**src/rtl/cpu_pkg.sv**
```systemverilog
// Shared CPU definitions: datapath width, opcodes, instruction field
// positions and the fetch-queue state encoding.
package cpu_pkg;

  localparam int XLEN = 32;

  localparam logic [5:0] OP_J   = 6'b000010;
  localparam logic [5:0] OP_BEQ = 6'b000100;

  localparam int OP_MSB  = 31;
  localparam int OP_LSB  = 26;
  localparam int OFF_MSB = 15;
  localparam int OFF_LSB = 0;
  localparam int TGT_MSB = 25;
  localparam int TGT_LSB = 0;

  typedef enum logic [0:0] {
    RUN   = 1'b0,
    DRAIN = 1'b1
  } fetch_state_e;

  // One instruction-queue slot: the fetch address paired with its word.
  typedef struct packed {
    logic [XLEN-1:0] pc;
    logic [XLEN-1:0] instr;
  } iq_entry_t;

endpackage

```
**src/rtl/sync_fifo.sv**
```systemverilog
// Synchronous FIFO with push/pop/flush, an occupancy count and a head word
// read straight from storage (forced to zero while empty).
module sync_fifo #(
  parameter int WIDTH = 32,
  parameter int DEPTH = 4,
  localparam int CW = $clog2(DEPTH + 1),
  localparam int PW = (DEPTH > 1) ? $clog2(DEPTH) : 1
) (
  input  logic             clk,
  input  logic             rst,
  input  logic             push_i,
  input  logic [WIDTH-1:0] data_i,
  input  logic             pop_i,
  input  logic             flush_i,
  output logic [CW-1:0]    count_o,
  output logic [WIDTH-1:0] head_o
);

  logic [WIDTH-1:0] mem_q [DEPTH];
  logic [PW-1:0]    rd_ptr_q, rd_ptr_d;
  logic [PW-1:0]    wr_ptr_q, wr_ptr_d;
  logic [CW-1:0]    count_q, count_d;
  logic             do_push, do_pop;

  function automatic logic [PW-1:0] ptr_inc(input logic [PW-1:0] p);
    return (p == PW'(DEPTH - 1)) ? '0 : p + PW'(1);
  endfunction

  always_comb begin
    // NOTE: every output of this block gets a default first, so no path can infer a latch.
    rd_ptr_d = rd_ptr_q;
    wr_ptr_d = wr_ptr_q;
    count_d  = count_q;
    do_pop   = pop_i && (count_q != '0);
    do_push  = push_i && ((count_q != CW'(DEPTH)) || do_pop);
    if (flush_i) begin
      rd_ptr_d = '0;
      wr_ptr_d = '0;
      count_d  = '0;
    end else begin
      if (do_pop)  rd_ptr_d = ptr_inc(rd_ptr_q);
      if (do_push) wr_ptr_d = ptr_inc(wr_ptr_q);
      count_d = count_q + CW'(do_push) - CW'(do_pop);
    end
  end

  // NOTE: state registers take non-blocking assignments so every flop updates from pre-edge values.
  always_ff @(posedge clk) begin
    if (rst) begin
      rd_ptr_q <= '0;
      wr_ptr_q <= '0;
      count_q  <= '0;
    end else begin
      rd_ptr_q <= rd_ptr_d;
      wr_ptr_q <= wr_ptr_d;
      count_q  <= count_d;
    end
  end

  // NOTE: storage is deliberately not reset; count_q gates every read so stale words never escape.
  always_ff @(posedge clk) begin
    if (do_push && !flush_i) mem_q[wr_ptr_q] <= data_i;
  end

  assign count_o = count_q;
  assign head_o  = (count_q != '0) ? mem_q[rd_ptr_q] : '0;

endmodule

```
**src/rtl/ifetch_queue.sv**
```systemverilog
// Instruction fetch queue: issues in-order imem requests under a credit limit,
// tags each response with its address and buffers it for decode.
module ifetch_queue
  import cpu_pkg::*;
#(
  parameter int DEPTH   = 4,
  parameter int MAX_OUT = 2
) (
  input  logic        clk,
  input  logic        rst,
  input  logic [31:0] pc_i,
  input  logic        pc_valid_i,
  output logic        pc_ready_o,
  input  logic        flush_i,
  output logic        imem_req_o,
  output logic [31:0] imem_addr_o,
  input  logic        imem_gnt_i,
  input  logic        imem_rvalid_i,
  input  logic [31:0] imem_rdata_i,
  output logic        id_valid_o,
  input  logic        id_ready_i,
  output logic [31:0] id_instr_o,
  output logic [31:0] id_pc_o,
  output logic [5:0]  id_op_o,
  output logic [15:0] id_offset_o,
  output logic [25:0] id_target_o
);

  localparam int QCW = $clog2(DEPTH + 1);
  localparam int OCW = $clog2(MAX_OUT + 1);

  fetch_state_e    state_q, state_d;
  logic [OCW-1:0]  drop_cnt_q, drop_cnt_d;
  logic [OCW-1:0]  out_cnt;
  logic [QCW-1:0]  q_cnt;
  logic [XLEN-1:0] tag_head;
  iq_entry_t       iq_in, iq_head;
  logic            credit_ok, grant, rsp_take, id_pop;

  // Credits count both queued and in-flight words, so a response always has a slot.
  assign credit_ok   = (int'(out_cnt) < MAX_OUT) && ((int'(q_cnt) + int'(out_cnt)) < DEPTH);
  assign imem_req_o  = (state_q == RUN) && pc_valid_i && !flush_i && !rst && credit_ok;
  assign imem_addr_o = pc_i;
  assign grant       = imem_req_o && imem_gnt_i;
  assign pc_ready_o  = grant;

  assign rsp_take = imem_rvalid_i && (state_q == RUN) && !flush_i && (out_cnt != '0);
  assign id_pop   = id_valid_o && id_ready_i;
  assign iq_in    = '{pc: tag_head, instr: imem_rdata_i};

  // Occupancy of the tag FIFO is the granted-but-not-returned count.
  sync_fifo #(.WIDTH(XLEN), .DEPTH(MAX_OUT)) u_tag_fifo (
    .clk     (clk),
    .rst     (rst),
    .push_i  (grant),
    .data_i  (pc_i),
    .pop_i   (rsp_take),
    .flush_i (flush_i),
    .count_o (out_cnt),
    .head_o  (tag_head)
  );

  sync_fifo #(.WIDTH(2 * XLEN), .DEPTH(DEPTH)) u_instr_queue (
    .clk     (clk),
    .rst     (rst),
    .push_i  (rsp_take),
    .data_i  (iq_in),
    .pop_i   (id_pop),
    .flush_i (flush_i),
    .count_o (q_cnt),
    .head_o  (iq_head)
  );

  always_comb begin
    state_d    = state_q;
    drop_cnt_d = drop_cnt_q;
    if (flush_i) begin
      // A response arriving in the flush cycle is itself one of the discarded words.
      if (state_q == RUN) drop_cnt_d = out_cnt - OCW'(imem_rvalid_i && (out_cnt != '0));
      else                drop_cnt_d = drop_cnt_q - OCW'(imem_rvalid_i && (drop_cnt_q != '0));
      state_d = (drop_cnt_d != '0) ? DRAIN : RUN;
    end else if (state_q == DRAIN && imem_rvalid_i) begin
      drop_cnt_d = drop_cnt_q - OCW'(drop_cnt_q != '0);
      if (drop_cnt_d == '0) state_d = RUN;
    end
  end

  always_ff @(posedge clk) begin
    if (rst) begin
      state_q    <= RUN;
      drop_cnt_q <= '0;
    end else begin
      state_q    <= state_d;
      drop_cnt_q <= drop_cnt_d;
    end
  end

  assign id_valid_o  = (q_cnt != '0);
  assign id_pc_o     = iq_head.pc;
  assign id_instr_o  = iq_head.instr;
  assign id_op_o     = iq_head.instr[OP_MSB:OP_LSB];
  assign id_offset_o = iq_head.instr[OFF_MSB:OFF_LSB];
  assign id_target_o = iq_head.instr[TGT_MSB:TGT_LSB];

  a_no_orphan_rvalid: assert property (@(posedge clk) disable iff (rst)
    !(imem_rvalid_i && (state_q == RUN) && (out_cnt == '0)));

endmodule
```
**config.mk**
```make
export PLATFORM = sky130hd
export DESIGN_NAME = ifetch_queue
export DESIGN_NICKNAME = d
export VERILOG_FILES = /design/src/rtl/cpu_pkg.sv /design/src/rtl/sync_fifo.sv /design/src/rtl/ifetch_queue.sv
export SDC_FILE = /design/constraint.sdc
export NUM_CORES = 1
export LEC_CHECK = 0
export ABC_AREA = 1
export CAP_MARGIN = 25
export CORE_ASPECT_RATIO = 1.1
export CORE_MARGIN = 2
export CORE_UTILIZATION = 55
export CTS_CLUSTER_DIAMETER = 80
export DETAILED_ROUTE_END_ITERATION = 12
export GPL_TIMING_DRIVEN = 0
export PLACE_DENSITY = 0.8
export RECOVER_POWER = 50
export REMOVE_ABC_BUFFERS = 1
export SLEW_MARGIN = 10
export SYNTH_ARGS = -nofsm -noshare
export SYNTH_HDL_FRONTEND = slang
export SYNTH_SLANG_ARGS = --single-unit
```
**constraint.sdc**
```tcl
create_clock -name clk -period 10.33 [get_ports clk]
set_input_delay 2.066 -clock clk [delete_from_list [all_inputs] [get_ports clk]]
set_output_delay 2.066 -clock clk [all_outputs]
set_load 0.03 [all_outputs]
```
After elaboration in Yosys (flattened, before gate mapping)
Memories as Yosys holds them, arrays and structs flattened. A register that Yosys moved wholly into a read port is not among the register bits.
Cells that the tools add are included.
{"block": "totals", "regBits": 14, "mem_count": 2, "output_inout_bits": 147, "in_bits": 71, "word_cells": 83, "ram_bits": 320}
{"block": "op_classes", "n_mux": 22, "n_bitwise": 1, "addsub": 12, "reduce_logical": 32, "eq_ne": 4, "magnitude_cmp": 2}
{"name": "u_instr_queue.mem_q", "words": 4, "width": 64, "rd": 1, "rd_ports_with_merged_regs": 1, "write_ports": 1, "line": "sync_fifo.sv:19", "rtl": "logic [WIDTH-1:0] mem_q [DEPTH];"}
{"name": "u_tag_fifo.mem_q", "words": 2, "width": 32, "rd": 1, "rd_ports_with_merged_regs": 1, "write_ports": 1, "line": "sync_fifo.sv:19"}
{"op": "64-bit two-way mux", "n": 1}
{"op": "32-bit two-way mux", "n": 1}
{"op": "1-bit logical AND", "n": 19}
{"op": "2-bit two-way mux", "n": 8}
{"op": "1-bit two-way mux", "n": 12}
{"op": "2-bit nonzero test", "n": 5}
{"op": "2-bit by 1-bit subtractor with 2-bit output", "n": 4}
{"op": "2-bit by 1-bit adder with 2-bit output, second input constant", "n": 2}
{"op": "3-bit by 2-bit adder with 4-bit output", "n": 1}
{"op": "2-bit equality test, second input constant", "n": 2}
{"op": "4-bit by 3-bit less-than comparator with 1-bit output, second input constant", "n": 1}
{"op": "3-bit by 1-bit adder with 3-bit output", "n": 1}
{"op": "3-bit != test, second input constant", "n": 1}
{"op": "3-bit nonzero test", "n": 1}
{"op": "3-bit by 1-bit subtractor with 3-bit output", "n": 1}
{"op": "1-bit adder, second input constant", "n": 2}
{"op": "2-bit by 1-bit adder with 2-bit output", "n": 1}
{"op": "1-bit logical NOT", "n": 2}
{"op": "2-bit logical NOT", "n": 1}
{"op": "1-bit logical OR", "n": 2}
{"op": "2-bit less-than comparator, second input constant", "n": 1}
{"op": "2-bit != test, second input constant", "n": 1}
{"op": "2-bit AND reduction", "n": 1}
{"op": "2-bit OR reduction", "n": 1}
{"op": "1-bit inverter", "n": 1}

Longest topological paths before layout
Gate-level depths: netlist (run 1).
{"block": "logic_depth", "depth_word": 10, "ltp_mapped": 12, "mapped_depth_nobuf": 12}

Cells and area by module
From an unflattened synthesis (run 1), not the netlist that was laid out.
{"block": "hier_totals", "hier_cells": 1232, "area_unflattened_um2": 14237.4}
{"mod": "sync_fifo (u_instr_queue)", "instances": 1, "seq_area_each_um2": 7867.5, "area_each_um2": 10585.2, "cells_per_inst": 888}
{"mod": "sync_fifo (u_tag_fifo)", "instances": 1, "seq_area_each_um2": 2021.9, "area_each_um2": 2707.6, "cells_per_inst": 204}
{"mod": "ifetch_queue", "instances": 1, "seq_area_each_um2": 60.1, "area_each_um2": 944.7, "cells_per_inst": 140}

Worst setup path after synthesis (run 1)
OpenSTA, ideal clock, no wires.
{"block": "synth_timing", "kind": "input port to flip-flop", "start": "input flush_i", "end": "memory u_instr_queue.mem_q[0][0] (netlist bit) (enable)", "arrival_time_ns": 5.168, "setup_ns": 0.486, "cell_stages": 5, "setup_slack_ns": 4.676, "required_time_ns": 9.844, "n_path_buf": 0, "path_cell_list": "nor2_2 -> nand3_1 -> inv_2 -> nand2_4 -> nor2_1"}
{"block": "synth_between", "elab_chain_len": 7}
{"element": "start, declared", "line": "ifetch_queue.sv:14", "rtl": "input logic flush_i,"}
{"element": "1-bit logical NOT (*)", "line": "sync_fifo.sv:62, ifetch_queue.sv:47"}
{"element": "1-bit logical AND (2 in series)", "line": "ifetch_queue.sv:47", "rtl": "assign rsp_take = imem_rvalid_i && (state_q == RUN) && !flush_i && (out_cnt != '0);"}
{"element": "1-bit logical AND", "line": "sync_fifo.sv:35", "rtl": "do_push = push_i && ((count_q != CW'(DEPTH)) || do_pop);"}
{"element": "1-bit logical AND (*)", "line": "sync_fifo.sv:62", "rtl": "if (do_push && !flush_i) mem_q[wr_ptr_q] <= data_i;"}
{"element": "1-bit two-way mux (*)", "line": "sync_fifo.sv:62"}
{"element": "1-bit two-way mux (not written as such) (*)", "line": "sync_fifo.sv:62"}
{"element": "end, declared", "line": "sync_fifo.sv:19"}
Mark *: on every way between the ends. The rest lies on a longest branch, timed or not.

Worst setup path after layout (run 1)
{"block": "layout_timing", "start": "input flush_i", "end": "output pc_ready_o"}
{"block": "layout_between", "elab_chain_len": 5}
{"element": "1-bit logical NOT", "line": "ifetch_queue.sv:42", "rtl": "assign imem_req_o = (state_q == RUN) && pc_valid_i && !flush_i && !rst && credit_ok;"}
{"element": "1-bit logical AND (3 in series)", "line": "ifetch_queue.sv:42"}
{"element": "1-bit logical AND", "line": "ifetch_queue.sv:44", "rtl": "assign grant = imem_req_o && imem_gnt_i;"}
{"element": "end, declared", "line": "ifetch_queue.sv:13", "rtl": "output logic pc_ready_o,"}
Every way passes these cells.

==> parameters.txt, run 1 <==
Parameter                              Value

Placed design
  Setup Slack @ Placement ... 4.41 ns
  Port Buffer Count ... 217
  Placer Congestion ... 0.800
  Post-DP HPWL ... 17.3 mm

Yosys
  Share of synthesized area spent on multiplexers ... 0
  Yosys top cell area share ... 0.693
  Post-synthesis simple-gate area fraction ... 0.102
  Synth Area in XOR/XNOR ... 0.00316
  Portion of the post-synthesis area used by sequential elements ... 0.718
  Number of standard cells after synthesis ... 1,136
  Combinational family with the most area after synthesis ... simple AND/OR/NAND/NOR gates
  Synth area leader ... edfxtp_1
  Complex-gate fraction of the synthesized area ... 0.0892
  Fraction of the mapped netlist area in adder cells ... 0.0114
  Primary FF master, synth ... edfxtp_1
  Fraction of registers with async set or reset after synthesis ... 0
  Top cells by area, synth ... edfxtp_1 69%, nor2_1 7.5%, o21ai_0 4.8%
  Synth Area per Inst ... 12.2 um2
  Warnings from Yosys ... 0
  Count of different cell masters after synthesis ... 29
  Post-synthesis instance area ... 0.0139 mm2
  Leading post-synthesis cells by instance count ... 320 x edfxtp_1, 278 x nor2_1, 133 x o21ai_0
  Most frequently used cell type in the post-synthesis netlist ... edfxtp_1
  Synthesis-stage register bit count ... 337
  Number of flops mapped to enable cells by yosys ... 320

Clocking
  Hold-fix buffers at CTS ... 0
  TritonCTS clock tree ... built
  Gates resized, CTS repair ... 0
  Setup Buffers After CTS ... 0
  Deepest clock path buffer count ... 3
  Number of clock buffers inserted by TritonCTS ... 31
  Source-to-sink clock delay at the later pin of the worst-skew pair ... 0.55 ns
  Root buffer cell ... clkbuf_16
  Sink Count ... 337
  Clock slew at the register clock pins of the worst setup and hold paths ... 0.06 ns
  Number of levels the H-tree was split into ... 1

Route
  Via count of the routed design ... 8,782
  DRC violation count after routing ... 0
  Drt total wl ... 29.6 mm
  Drt wl/cell ... 18.4 um
  Vias per cell ... 5.47
  First-pass detailed-route iteration total ... 5
  Remaining number of nets flagged by the antenna check after routing ... 0
  Number of DRC markers after the initial detailed-route iteration ... 660

Timing
  Unrepaired setup endpoints after global routing ... false
  Time the final worst path needs with I/O delays and setup ... 6.19 ns
  Final hold viol count ... 0
  Final setup vio count ... 0
  Max Clock Skew ... 0.0112 ns
  Worst slew margin relative to its limit ... -0.247
  Total Neg Setup Slack ... 0 ns
  Slew at the pin with the worst max-slew slack ... 1.86 ns
  Number of pins with negative max-slew slack in the final report ... 30
  Final worst-path cycle share ... 0.599
  Least setup slack across all paths after layout ... 4.14 ns
  Achievable clock frequency ... 0.162 GHz

Layout
  Nets@finish ... 1,351
  Number of filler cells placed in the layout ... 1,710
  Ratio of cells with drive above 1 in the final layout ... 0.0580
  Area grow syn2layout ... 22.5%
  Sequential cell area ... 0.00996 mm2
  Multi-input combinational cell area ... 0.00286 mm2

Pwr
  Standby leakage power ... 0.00594 uW
  Power density over the cells ... 159 mW/mm2
  Worst VDD drop ... 0.145 mV

Setup path
  Endpoint type of the worst setup path ... primary output
  CP startpoint kind ... input port
  Highest cell delay on the worst timing path ... 0.74 ns
  Signal arrival time at the worst endpoint ... 4.13 ns
  Maximum fanout encountered on the critical timing path ... 8
  Type of the setup path with the least slack ... input port to primary output
  Standard cell with the maximum stage delay on the critical path ... clkdlybuf4s50_1
  Cells along the critical path ... dlygate4sd3_1, nor2_1, nand3_2, nor3_1, clkdlybuf4s50_1
  Data required time of the worst path ... 8.26 ns

Floorplan
  Effective utilization at floorplan ... 0.563
  Std-Cell Rows ... 60
  # IOs ... 218
  Die span in y ... 170 um
  Die area ... 0.0265 mm2
  Chip width ... 155 um
  Total core area ... 0.0246 mm2

Run status
  Violations in the final reports ... max-capacitance violations, max-slew violations
  Result of the run ... complete, but fails checks

Global routing
  Global Route Usage Sum ... 0.220
  Largest net degree at the start of global routing ... 97
  Global-route wire length before repair ... 45.3 mm
  Overflow left after global routing ... 0
  Vias in the first global route ... 8,765
  Antenna violations before repair ... 0

Hold path
  Worst hold path type ... flop to flop

Job
  Max-Cap Viols ... 2
==> final timing paths <==
kind	from	end	slack, ns	cells after the start
setup / recovery	flush_i	pc_ready_o	4.14	5
hold reg to reg	u_instr_queue.rd_ptr_q[1]	flop	0.52	2
hold / removal	u_instr_queue.rd_ptr_q[1]	flop	0.52	2
setup reg to reg	u_tag_fifo.count_o[1]	u_tag_fifo.mem_q[0][16]	6.56	7
==> where the power goes <==
group	total, uW	leakage (uW)	switching, uW	internal (uW)
Clock	1110	0.000497	474	635
Sequential	1490	0.00305	2.21	1490
Combinational	88.8	0.00239	49.8	39.0
Total	2690	0.00594	526	2170
==> stage by stage <==
step           hold WS (ns)  area (um2)  total power, uW  instances   util
2_1_floorplan         0.472       12900             1540        999      -
3_3_place_gp          0.485       15500             1610       1526  0.629
3_5_place_dp          0.510       16000             1620       1545  0.652
4_1_cts               0.518       17100             2710       1603  0.693
5_1_grt               0.557       17000             2770       1603  0.689
6_report              0.515       17000             2690       1605  0.689
==> cells in the final DEF, fill, tap and decap left out, types with 4 or more instances in the layout <==
| master | n |
|---|---|
| edfxtp_1 | 320 |
| clkbuf_8 | 4 |
| nor2_1 | 277 |
| dfxtp_1 | 15 |
| nand3_1 | 5 |
| o21ai_1 | 4 |
| nand2_1 | 75 |
| clkbuf_16 | 33 |
| ha_1 | 11 |
| clkbuf_1 | 8 |
| dlygate4sd3_1 | 66 |
| o21ai_0 | 133 |
| buf_12 | 4 |
| clkinv_2 | 5 |
| clkdlybuf4s50_1 | 151 |
| a21oi_1 | 105 |
| buf_16 | 13 |
| clkinv_1 | 7 |
| inv_1 | 29 |
==> layout make-up <==
type                       instances  share of cell area
clock buffer                      43              0.0532
timing repair buffer             236               0.154
multi-input combinational        628               0.168
inverter                          34             0.00796
antenna                            2            0.000295
clock inverter                    15             0.00634
sequential                       337               0.587
tap                              310              0.0229
==> worst max-delay path: cells and delay by family <==
kind	cells	cell delay, ns
AND/OR/NAND/NOR	3	0.66
buffers and inverters	2	1.39
==> layer usage <==
layer | share of wire | track usage | wire length (um) | up-vias
met3 | 0.065 | 0.0311 | 1920 | 41
met2 | 0.52 | 0.402 | 15300 | 347
met1 | 0.40 | 0.276 | 11800 | 4247
met5 | 0 | 0 | 0 | -
li1 | - | - | - | 4147
met4 | 0.018 | 0.0582 | 529 | 0
==> state kept, by name, summed over array words and instances (netlist names), named ones only <==
signal and cells:
u_instr_queue.mem_q 256, u_tag_fifo.mem_q 64, u_instr_queue.count_o 3, drop_cnt_q 2
u_instr_queue.rd_ptr_q 2, u_instr_queue.wr_ptr_q 2, u_tag_fifo.count_o 2, state_q 1
u_tag_fifo.rd_ptr_q 1, u_tag_fifo.wr_ptr_q 1
==> logic make-up after synthesis <==
family | Yosys count
AND/OR/NAND/NOR | 366
flip-flops | 337
AO/OA/AOI/OAI | 245
buffers and inverters | 171
adder cells (fa/ha/maj) | 12
XOR/XNOR | 5
Power figures use the tool's default switching activity.
==> run 2: changes to the inputs <==
- CORE_UTILIZATION: 55 -> 54
- PLACE_DENSITY: 0.8 -> 0.79
- clock period: 10.33 -> 6.3 ns (I/O delays scaled with it)
==> run 2 against run 1 <==
Compared with the run above: the run still ends with max-capacitance violations, max-slew violations left; setup slack got worse by 2.6 ns; combinational power increased by 64%; count of clock-buffer cells in the layout decreased by 3; cell area increased by 0.38%; via count decreased by 0.15%; wire length decreased by 3.1%; critical endpoint is now id_offset_o[0]; highest routed layer unchanged.
==> parameters.txt, run 2 (synthesis gave the netlist of run 1 again) <==
Parameter                              Value

Layout
  Area grow syn2layout ... 22.9% (was 22.5%)
  Finished Cell Area ... 0.0170 mm2 (about the same)
  Commonest non-fill, non-tap cell in the layout ... edfxtp_1 (unchanged)
  Ratio of cells with drive above 1 in the final layout ... 0.0571 (was 0.0580)
  Number of filler cells placed in the layout ... 1,762 (was 1,710)
  Most frequent cells in the layout ... 320 x edfxtp_1, 278 x nor2_1, 151 x clkdlybuf4s50_1, 133 x o21ai_0, 105 x a21oi_1 (was 320 x edfxtp_1, 277 x nor2_1, 151 x clkdlybuf4s50_1, 133 x o21ai_0, 105 x a21oi_1)
  Flip-flop count of the largest register after layout ... 256 (unchanged)
  Final core utilization ... 0.674 (was 0.689)
  Nets@finish ... 1,354 (was 1,351)
  Inserted Diodes ... 0 (was 2)
  Top reg by flops ... u_instr_queue.mem_q (unchanged)

Route
  Via count of the routed design ... 8,769 (was 8,782)
  Drt wl/cell ... 17.4 um (was 18.4 um)
  Remaining number of nets flagged by the antenna check after routing ... 0 (unchanged)
  Vias per cell ... 5.34 (was 5.47)
  Number of DRC markers after the initial detailed-route iteration ... 627 (was 660)
  DRC violation count after routing ... 0 (unchanged)
  First-pass detailed-route iteration total ... 5 (unchanged)
  Drt total wl ... 28.6 mm (was 29.6 mm)

Clocking
  TritonCTS clock tree ... built (unchanged)
  Number of clock buffers inserted by TritonCTS ... 34 (was 31)
  Deepest clock path buffer count ... 3 (unchanged)
  Root buffer cell ... clkbuf_16 (unchanged)
  Sink Count ... 337 (unchanged)
  Clock slew at the register clock pins of the worst setup and hold paths ... 0.06 ns (about the same)
  Number of levels the H-tree was split into ... 2 (was 1)
  Source-to-sink clock delay at the later pin of the worst-skew pair ... 0.49 ns (was 0.55 ns)
  Hold-fix buffers at CTS ... 0 (unchanged)
  Gates resized, CTS repair ... 0 (unchanged)
  Setup Buffers After CTS ... 0 (unchanged)

Floorplan
  Std-Cell Rows ... 61 (was 60)
  Effective utilization at floorplan ... 0.549 (was 0.563)
  Total core area ... 0.0253 mm2 (was 0.0246 mm2)
  # IOs ... 218 (unchanged)
  Die span in y ... 172 um (was 170 um)
  Die area ... 0.0270 mm2 (was 0.0265 mm2)
  Chip width ... 157 um (was 155 um)

Timing
  Worst slew margin relative to its limit ... -0.190 (was -0.247)
  Total Neg Setup Slack ... 0 ns (unchanged)
  Max Clock Skew ... 0.00628 ns (was 0.0112 ns)
  Unrepaired setup endpoints after global routing ... false (unchanged)
  Final setup vio count ... 0 (unchanged)
  Time the final worst path needs with I/O delays and setup ... 4.71 ns
  Worst-case hold slack ... 0.516 ns (was 0.515 ns)
  Final hold viol count ... 0 (unchanged)
  Achievable clock frequency ... 0.212 GHz
  Number of pins with negative max-slew slack in the final report ... 49 (was 30)
  Final worst-path cycle share ... 0.748
  Slew at the pin with the worst max-slew slack ... 1.78 ns (was 1.86 ns)

Setup path
  Maximum fanout encountered on the critical timing path ... 86 (was 8)
  Data required time of the worst path ... 5.04 ns (was 8.26 ns)
  Endpoint type of the worst setup path ... primary output (unchanged)
  Sum of buffers and inverters on the critical path ... 5 (was 2)
  Most repeated library cell on the critical path ... buf_12
  Type of the setup path with the least slack ... flop to primary output (was input port to primary output)
  Standard cell with the maximum stage delay on the critical path ... clkdlybuf4s50_1 (unchanged)
  Start of the worst register-to-register path ... u_tag_fifo.count_o[1] (unchanged)
  CP startpoint kind ... flop (was input port)
  Signal arrival time at the worst endpoint ... 3.45 ns (was 4.13 ns)
  Cells along the critical path ... buf_12, buf_12, inv_4, buf_16, o21ai_0, a21oi_1, clkdlybuf4s50_1 (was dlygate4sd3_1, nor2_1, nand3_2, nor3_1, clkdlybuf4s50_1)
  Highest cell delay on the worst timing path ... 0.75 ns (was 0.74 ns)
  Cell class contributing the biggest share of worst-path delay ... buffers and inverters (unchanged)

Job
  Max-Cap Viols ... 4 (was 2)

Hold path
  Source of the worst hold timing path ... u_tag_fifo.rd_ptr_q (was u_instr_queue.rd_ptr_q[1])
  Worst hold path type ... flop to flop (unchanged)

Placed design
  Area post-placement ... 0.0161 mm2 (was 0.0160 mm2)
  Placer Congestion ... 0.786 (was 0.800)
  Port Buffer Count ... 217 (unchanged)
  Post-DP HPWL ... 16.7 mm (was 17.3 mm)

Run status
  Violations in the final reports ... max-capacitance violations, max-slew violations (unchanged)
  Result of the run ... complete, but fails checks (unchanged)

Global routing
  Largest net degree at the start of global routing ... 87 (was 97)
  Global Route Usage Sum ... 0.215 (was 0.220)
  Antenna violations before repair ... 0 (unchanged)
  Global-route wire length before repair ... 44.2 mm (was 45.3 mm)
  Overflow left after global routing ... 0 (unchanged)
  Vias in the first global route ... 8,618 (was 8,765)

Pwr
  Power density over the cells ... 264 mW/mm2 (was 159 mW/mm2)
  Total power after layout ... 4490 uW (was 2690 uW)
  Worst VDD drop ... 0.215 mV (was 0.145 mV)
  Standby leakage power ... 0.00596 uW (was 0.00594 uW)
run 2: changes by cell type in the layout (fill, tap and decap cells not counted), moves of 2 or more:
cell	previous run	this run
clkbuf_8	4	2
clkbuf_16	33	35
diode_2	2	0
clkbuf_1	8	5
buf_12	4	7
clkinv_4	2	0
clkinv_1	7	12
buf_16	13	10
run 2: metrics by stage:
step / instances / setup slack (ns)
after CTS: 1642 / 1.57
after global placement: 1562 / -2.86
final: 1642 / 1.59
after global routing: 1642 / 1.39
after detailed placement: 1581 / 2.04
after floorplan: 999 / 0.484
run 2: where the power goes:
part           internal (uW)  switching (uW)
clock                   1120             780
sequential              2450            3.42
combinational           64.8            81.2
total                   3630             865
run 2: tightest hold or removal path, cell delays in order (launching register included):
cell     delay, ns
dfxtp_1       0.32
xor2_1        0.08
nor2_1        0.08
run 2: routing by layer:
layer / GRT usage / up-vias / routed length [um]
li1: - / 4145 / -
met1: 0.263 / 4224 / 11400
met2: 0.389 / 348 / 14800
met3: 0.0381 / 52 / 1960
met4: 0.0662 / 0 / 538
met5: 0 / - / 0
run 2: final cells by class:
class	instances	area, um2	area share
well taps	346	433	0.0254
repair buffers	236	2590	0.152
inverters	34	135	0.00793
flip-flops and latches	337	9960	0.585
clock buffers	40	915	0.0537
multi-input cells	628	2850	0.167
clock inverters	21	150	0.00881
run 2: path summary, 6_finish.rpt:
kind / endpoint / slack (ns) / cells after the start
worst max-delay path: id_offset_o[0] / 1.59 / 7
worst min-delay path: flop / 0.52 / 2
worst max register to register: u_instr_queue.mem_q[3][1] / 2.78 / 7
worst min register to register: flop / 0.52 / 2
==> run 3: changes to the inputs <==
- CORE_UTILIZATION: 54 -> 49
- PLACE_DENSITY: 0.79 -> 0.76
- clock period: 6.3 -> 3.8 ns (I/O delays scaled with it)
==> run 3 against run 2 <==
Compared with the run above: the flow still finishes with violations (max-capacitance violations, max-slew violations); first-iteration DRC count is 1.1% higher; cell area is 1.1% higher; via count stayed put; setup slack worse by 1.5 ns; utilization is 5.4 points lower; clock power is 64% higher; die area is 10% higher.
==> parameters.txt, run 3 (synthesis gave the netlist of run 1 again) <==
Parameter                              Value

Layout
  Final core utilization ... 0.620 (was 0.674)
  Top reg by flops ... u_instr_queue.mem_q (unchanged)
  Finished Cell Area ... 0.0172 mm2 (was 0.0170 mm2)
  Area grow syn2layout ... 24.3% (was 22.9%)
  Commonest non-fill, non-tap cell in the layout ... edfxtp_1 (unchanged)
  Flip-flop count of the largest register after layout ... 256 (unchanged)
  Most frequent cells in the layout ... 320 x edfxtp_1, 275 x nor2_1, 133 x o21ai_0, 105 x a21oi_1, 97 x clkdlybuf4s50_1 (was 320 x edfxtp_1, 278 x nor2_1, 151 x clkdlybuf4s50_1, 133 x o21ai_0, 105 x a21oi_1)
  Nets@finish ... 1,358 (was 1,354)
  Ratio of cells with drive above 1 in the final layout ... 0.0616 (was 0.0571)

Setup path
  Type of the setup path with the least slack ... flop to primary output (unchanged)
  CP startpoint kind ... flop (unchanged)
  Signal arrival time at the worst endpoint ... 2.93 ns (was 3.45 ns)
  Endpoint type of the worst setup path ... primary output (unchanged)
  Maximum fanout encountered on the critical timing path ... 39 (was 86)
  Data required time of the worst path ... 3.04 ns (was 5.04 ns)

Route
  First-pass detailed-route iteration total ... 5 (unchanged)
  Remaining number of nets flagged by the antenna check after routing ... 0 (unchanged)
  Number of DRC markers after the initial detailed-route iteration ... 634 (was 627)
  DRC violation count after routing ... 0 (unchanged)
  Drt total wl ... 30.0 mm (was 28.6 mm)
  Via count of the routed design ... 8,769 (unchanged)
  Vias per cell ... 5.28 (was 5.34)
  Drt wl/cell ... 18.1 um (was 17.4 um)

Timing
  Final hold viol count ... 0 (unchanged)
  Final setup vio count ... 0 (unchanged)
  Max Clock Skew ... 0.0133 ns (was 0.00628 ns)
  Achievable clock frequency ... 0.271 GHz
  Number of pins with negative max-slew slack in the final report ... 49 (unchanged)
  Final worst-path cycle share ... 0.970
  Time the final worst path needs with I/O delays and setup ... 3.69 ns
  Worst slew margin relative to its limit ... -0.0637 (was -0.190)
  Slew at the pin with the worst max-slew slack ... 1.59 ns (was 1.78 ns)

Placed design
  Port Buffer Count ... 217 (unchanged)
  Area post-placement ... 0.0161 mm2 (about the same)
  Post-DP HPWL ... 17.3 mm (was 16.7 mm)
  Placer Congestion ... 0.771 (was 0.786)

Pwr
  Sw Ratio ... 0.191 (was 0.193)
  P_int ... 6000 uW (was 3630 uW)
  Part of the total power dissipated in combinational logic ... 0.032 (about the same)
  Clock network fraction of design power ... 0.420 (was 0.423)
  Reported net switching power ... 1420 uW (was 865 uW)
  Worst VDD drop ... 0.323 mV (was 0.215 mV)
  Standby leakage power ... 0.00693 uW (was 0.00596 uW)
  Power density over the cells ... 431 mW/mm2 (was 264 mW/mm2)
  Reg power frac ... 0.547 (was 0.545)

Clocking
  Source-to-sink clock delay at the later pin of the worst-skew pair ... 0.50 ns (was 0.49 ns)
  Hold-fix buffers at CTS ... 0 (unchanged)
  Deepest clock path buffer count ... 3 (unchanged)
  Clock slew at the register clock pins of the worst setup and hold paths ... 0.06 ns (about the same)
  Sink Count ... 337 (unchanged)
  TritonCTS clock tree ... built (unchanged)
  Number of levels the H-tree was split into ... 2 (unchanged)
  Number of clock buffers inserted by TritonCTS ... 35 (was 34)
  Root buffer cell ... clkbuf_16 (unchanged)

Floorplan
  Total core area ... 0.0278 mm2 (was 0.0253 mm2)
  Effective utilization at floorplan ... 0.499 (was 0.549)
  Die area ... 0.0296 mm2 (was 0.0270 mm2)
  Die span in y ... 180 um (was 172 um)
  Chip width ... 164 um (was 157 um)
  Std-Cell Rows ... 64 (was 61)
  # IOs ... 218 (unchanged)

Global routing
  Global-route wire length before repair ... 45.4 mm (was 44.2 mm)
  Largest net degree at the start of global routing ... 73 (was 87)
  Global Route Usage Sum ... 0.199 (was 0.215)
  Overflow left after global routing ... 0 (unchanged)
  Vias in the first global route ... 8,614 (was 8,618)
  Antenna violations before repair ... 1 (was 0)

Job
  Max-Cap Viols ... 2 (was 4)

Run status
  Violations in the final reports ... max-capacitance violations, max-slew violations (unchanged)
  Result of the run ... complete, but fails checks (unchanged)

Hold path
  Worst hold path type ... flop to flop (unchanged)
==> run 3: routing by layer <==
metal,track usage,vias to the layer above,part of all wire
met5,0,-,0
met4,0.0604,0,0.021
met3,0.0343,50,0.062
met2,0.346,324,0.51
met1,0.255,4242,0.41
li1,-,4153,-
==> run 3: stage by stage <==
| step | TNS, ns | total power [uW] | setup WS [ns] | std cells | hold WS (ns) |
|---|---|---|---|---|---|
| global route | -0.0351 | 7650 | -0.0291 | 1662 | 0.545 |
| finish | 0 | 7420 | 0.115 | 1662 | 0.511 |
| floorplan | -295.56 | 4200 | -1.52 | 999 | 0.472 |
| detailed placement | 0 | 4390 | 0.371 | 1600 | 0.497 |
| global placement | -1501.10 | 4390 | -5.01 | 1579 | 0.487 |
| CTS | 0 | 7500 | 0.000247 | 1661 | 0.515 |
==> run 3: final timing paths <==
kind | startpoint | to | slack, ns | cells after the start
worst min-delay path | u_tag_fifo.rd_ptr_q | u_tag_fifo.rd_ptr_q | 0.51 | 2
worst min register to register | u_tag_fifo.rd_ptr_q | u_tag_fifo.rd_ptr_q | 0.51 | 2
worst max register to register | flop | u_instr_queue.mem_q[1][44] | 0.55 | 4
worst max-delay path | flop | id_offset_o[0] | 0.11 | 7
==> run 3: power groups by stage <==
stage	clock network [uW]	logic [uW]	registers, uW
6_report	3120	240	4060
4_1_cts	3180	258	4060
3_3_place_gp	0	245	4140
3_5_place_dp	0	256	4140
2_1_floorplan	0	55.1	4140
5_1_grt	3340	257	4060
==> run 3: final cells by class <==
| type | count | area (um2) |
|---|---|---|
| Fill cell | 2116 | 10600 |
| Sequential cell | 337 | 9960 |
| Multi-Input combinational cell | 628 | 2850 |
| Timing Repair Buffer | 239 | 2770 |
| Clock buffer | 53 | 1020 |
| Tap cell | 363 | 454 |
| Inverter | 34 | 140 |
| Clock inverter | 7 | 37.5 |
| Antenna cell | 1 | 2.50 |
==> run 3: what timing repair did <==
item                       in CTS  in global routing
setup endpoints to repair      82                 52
gates resized for setup         8                 49
setup buffers                   1                  0
==> run 3: worst max-delay path, stage by stage (launching register included) <==
cell             delay (ns)
dfxtp_4                0.56
buf_12                 0.27
inv_4                  0.20
buf_12                 0.26
nor2_1                 0.11
o21ai_0                0.08
a21oi_1                0.21
clkdlybuf4s50_1        0.72
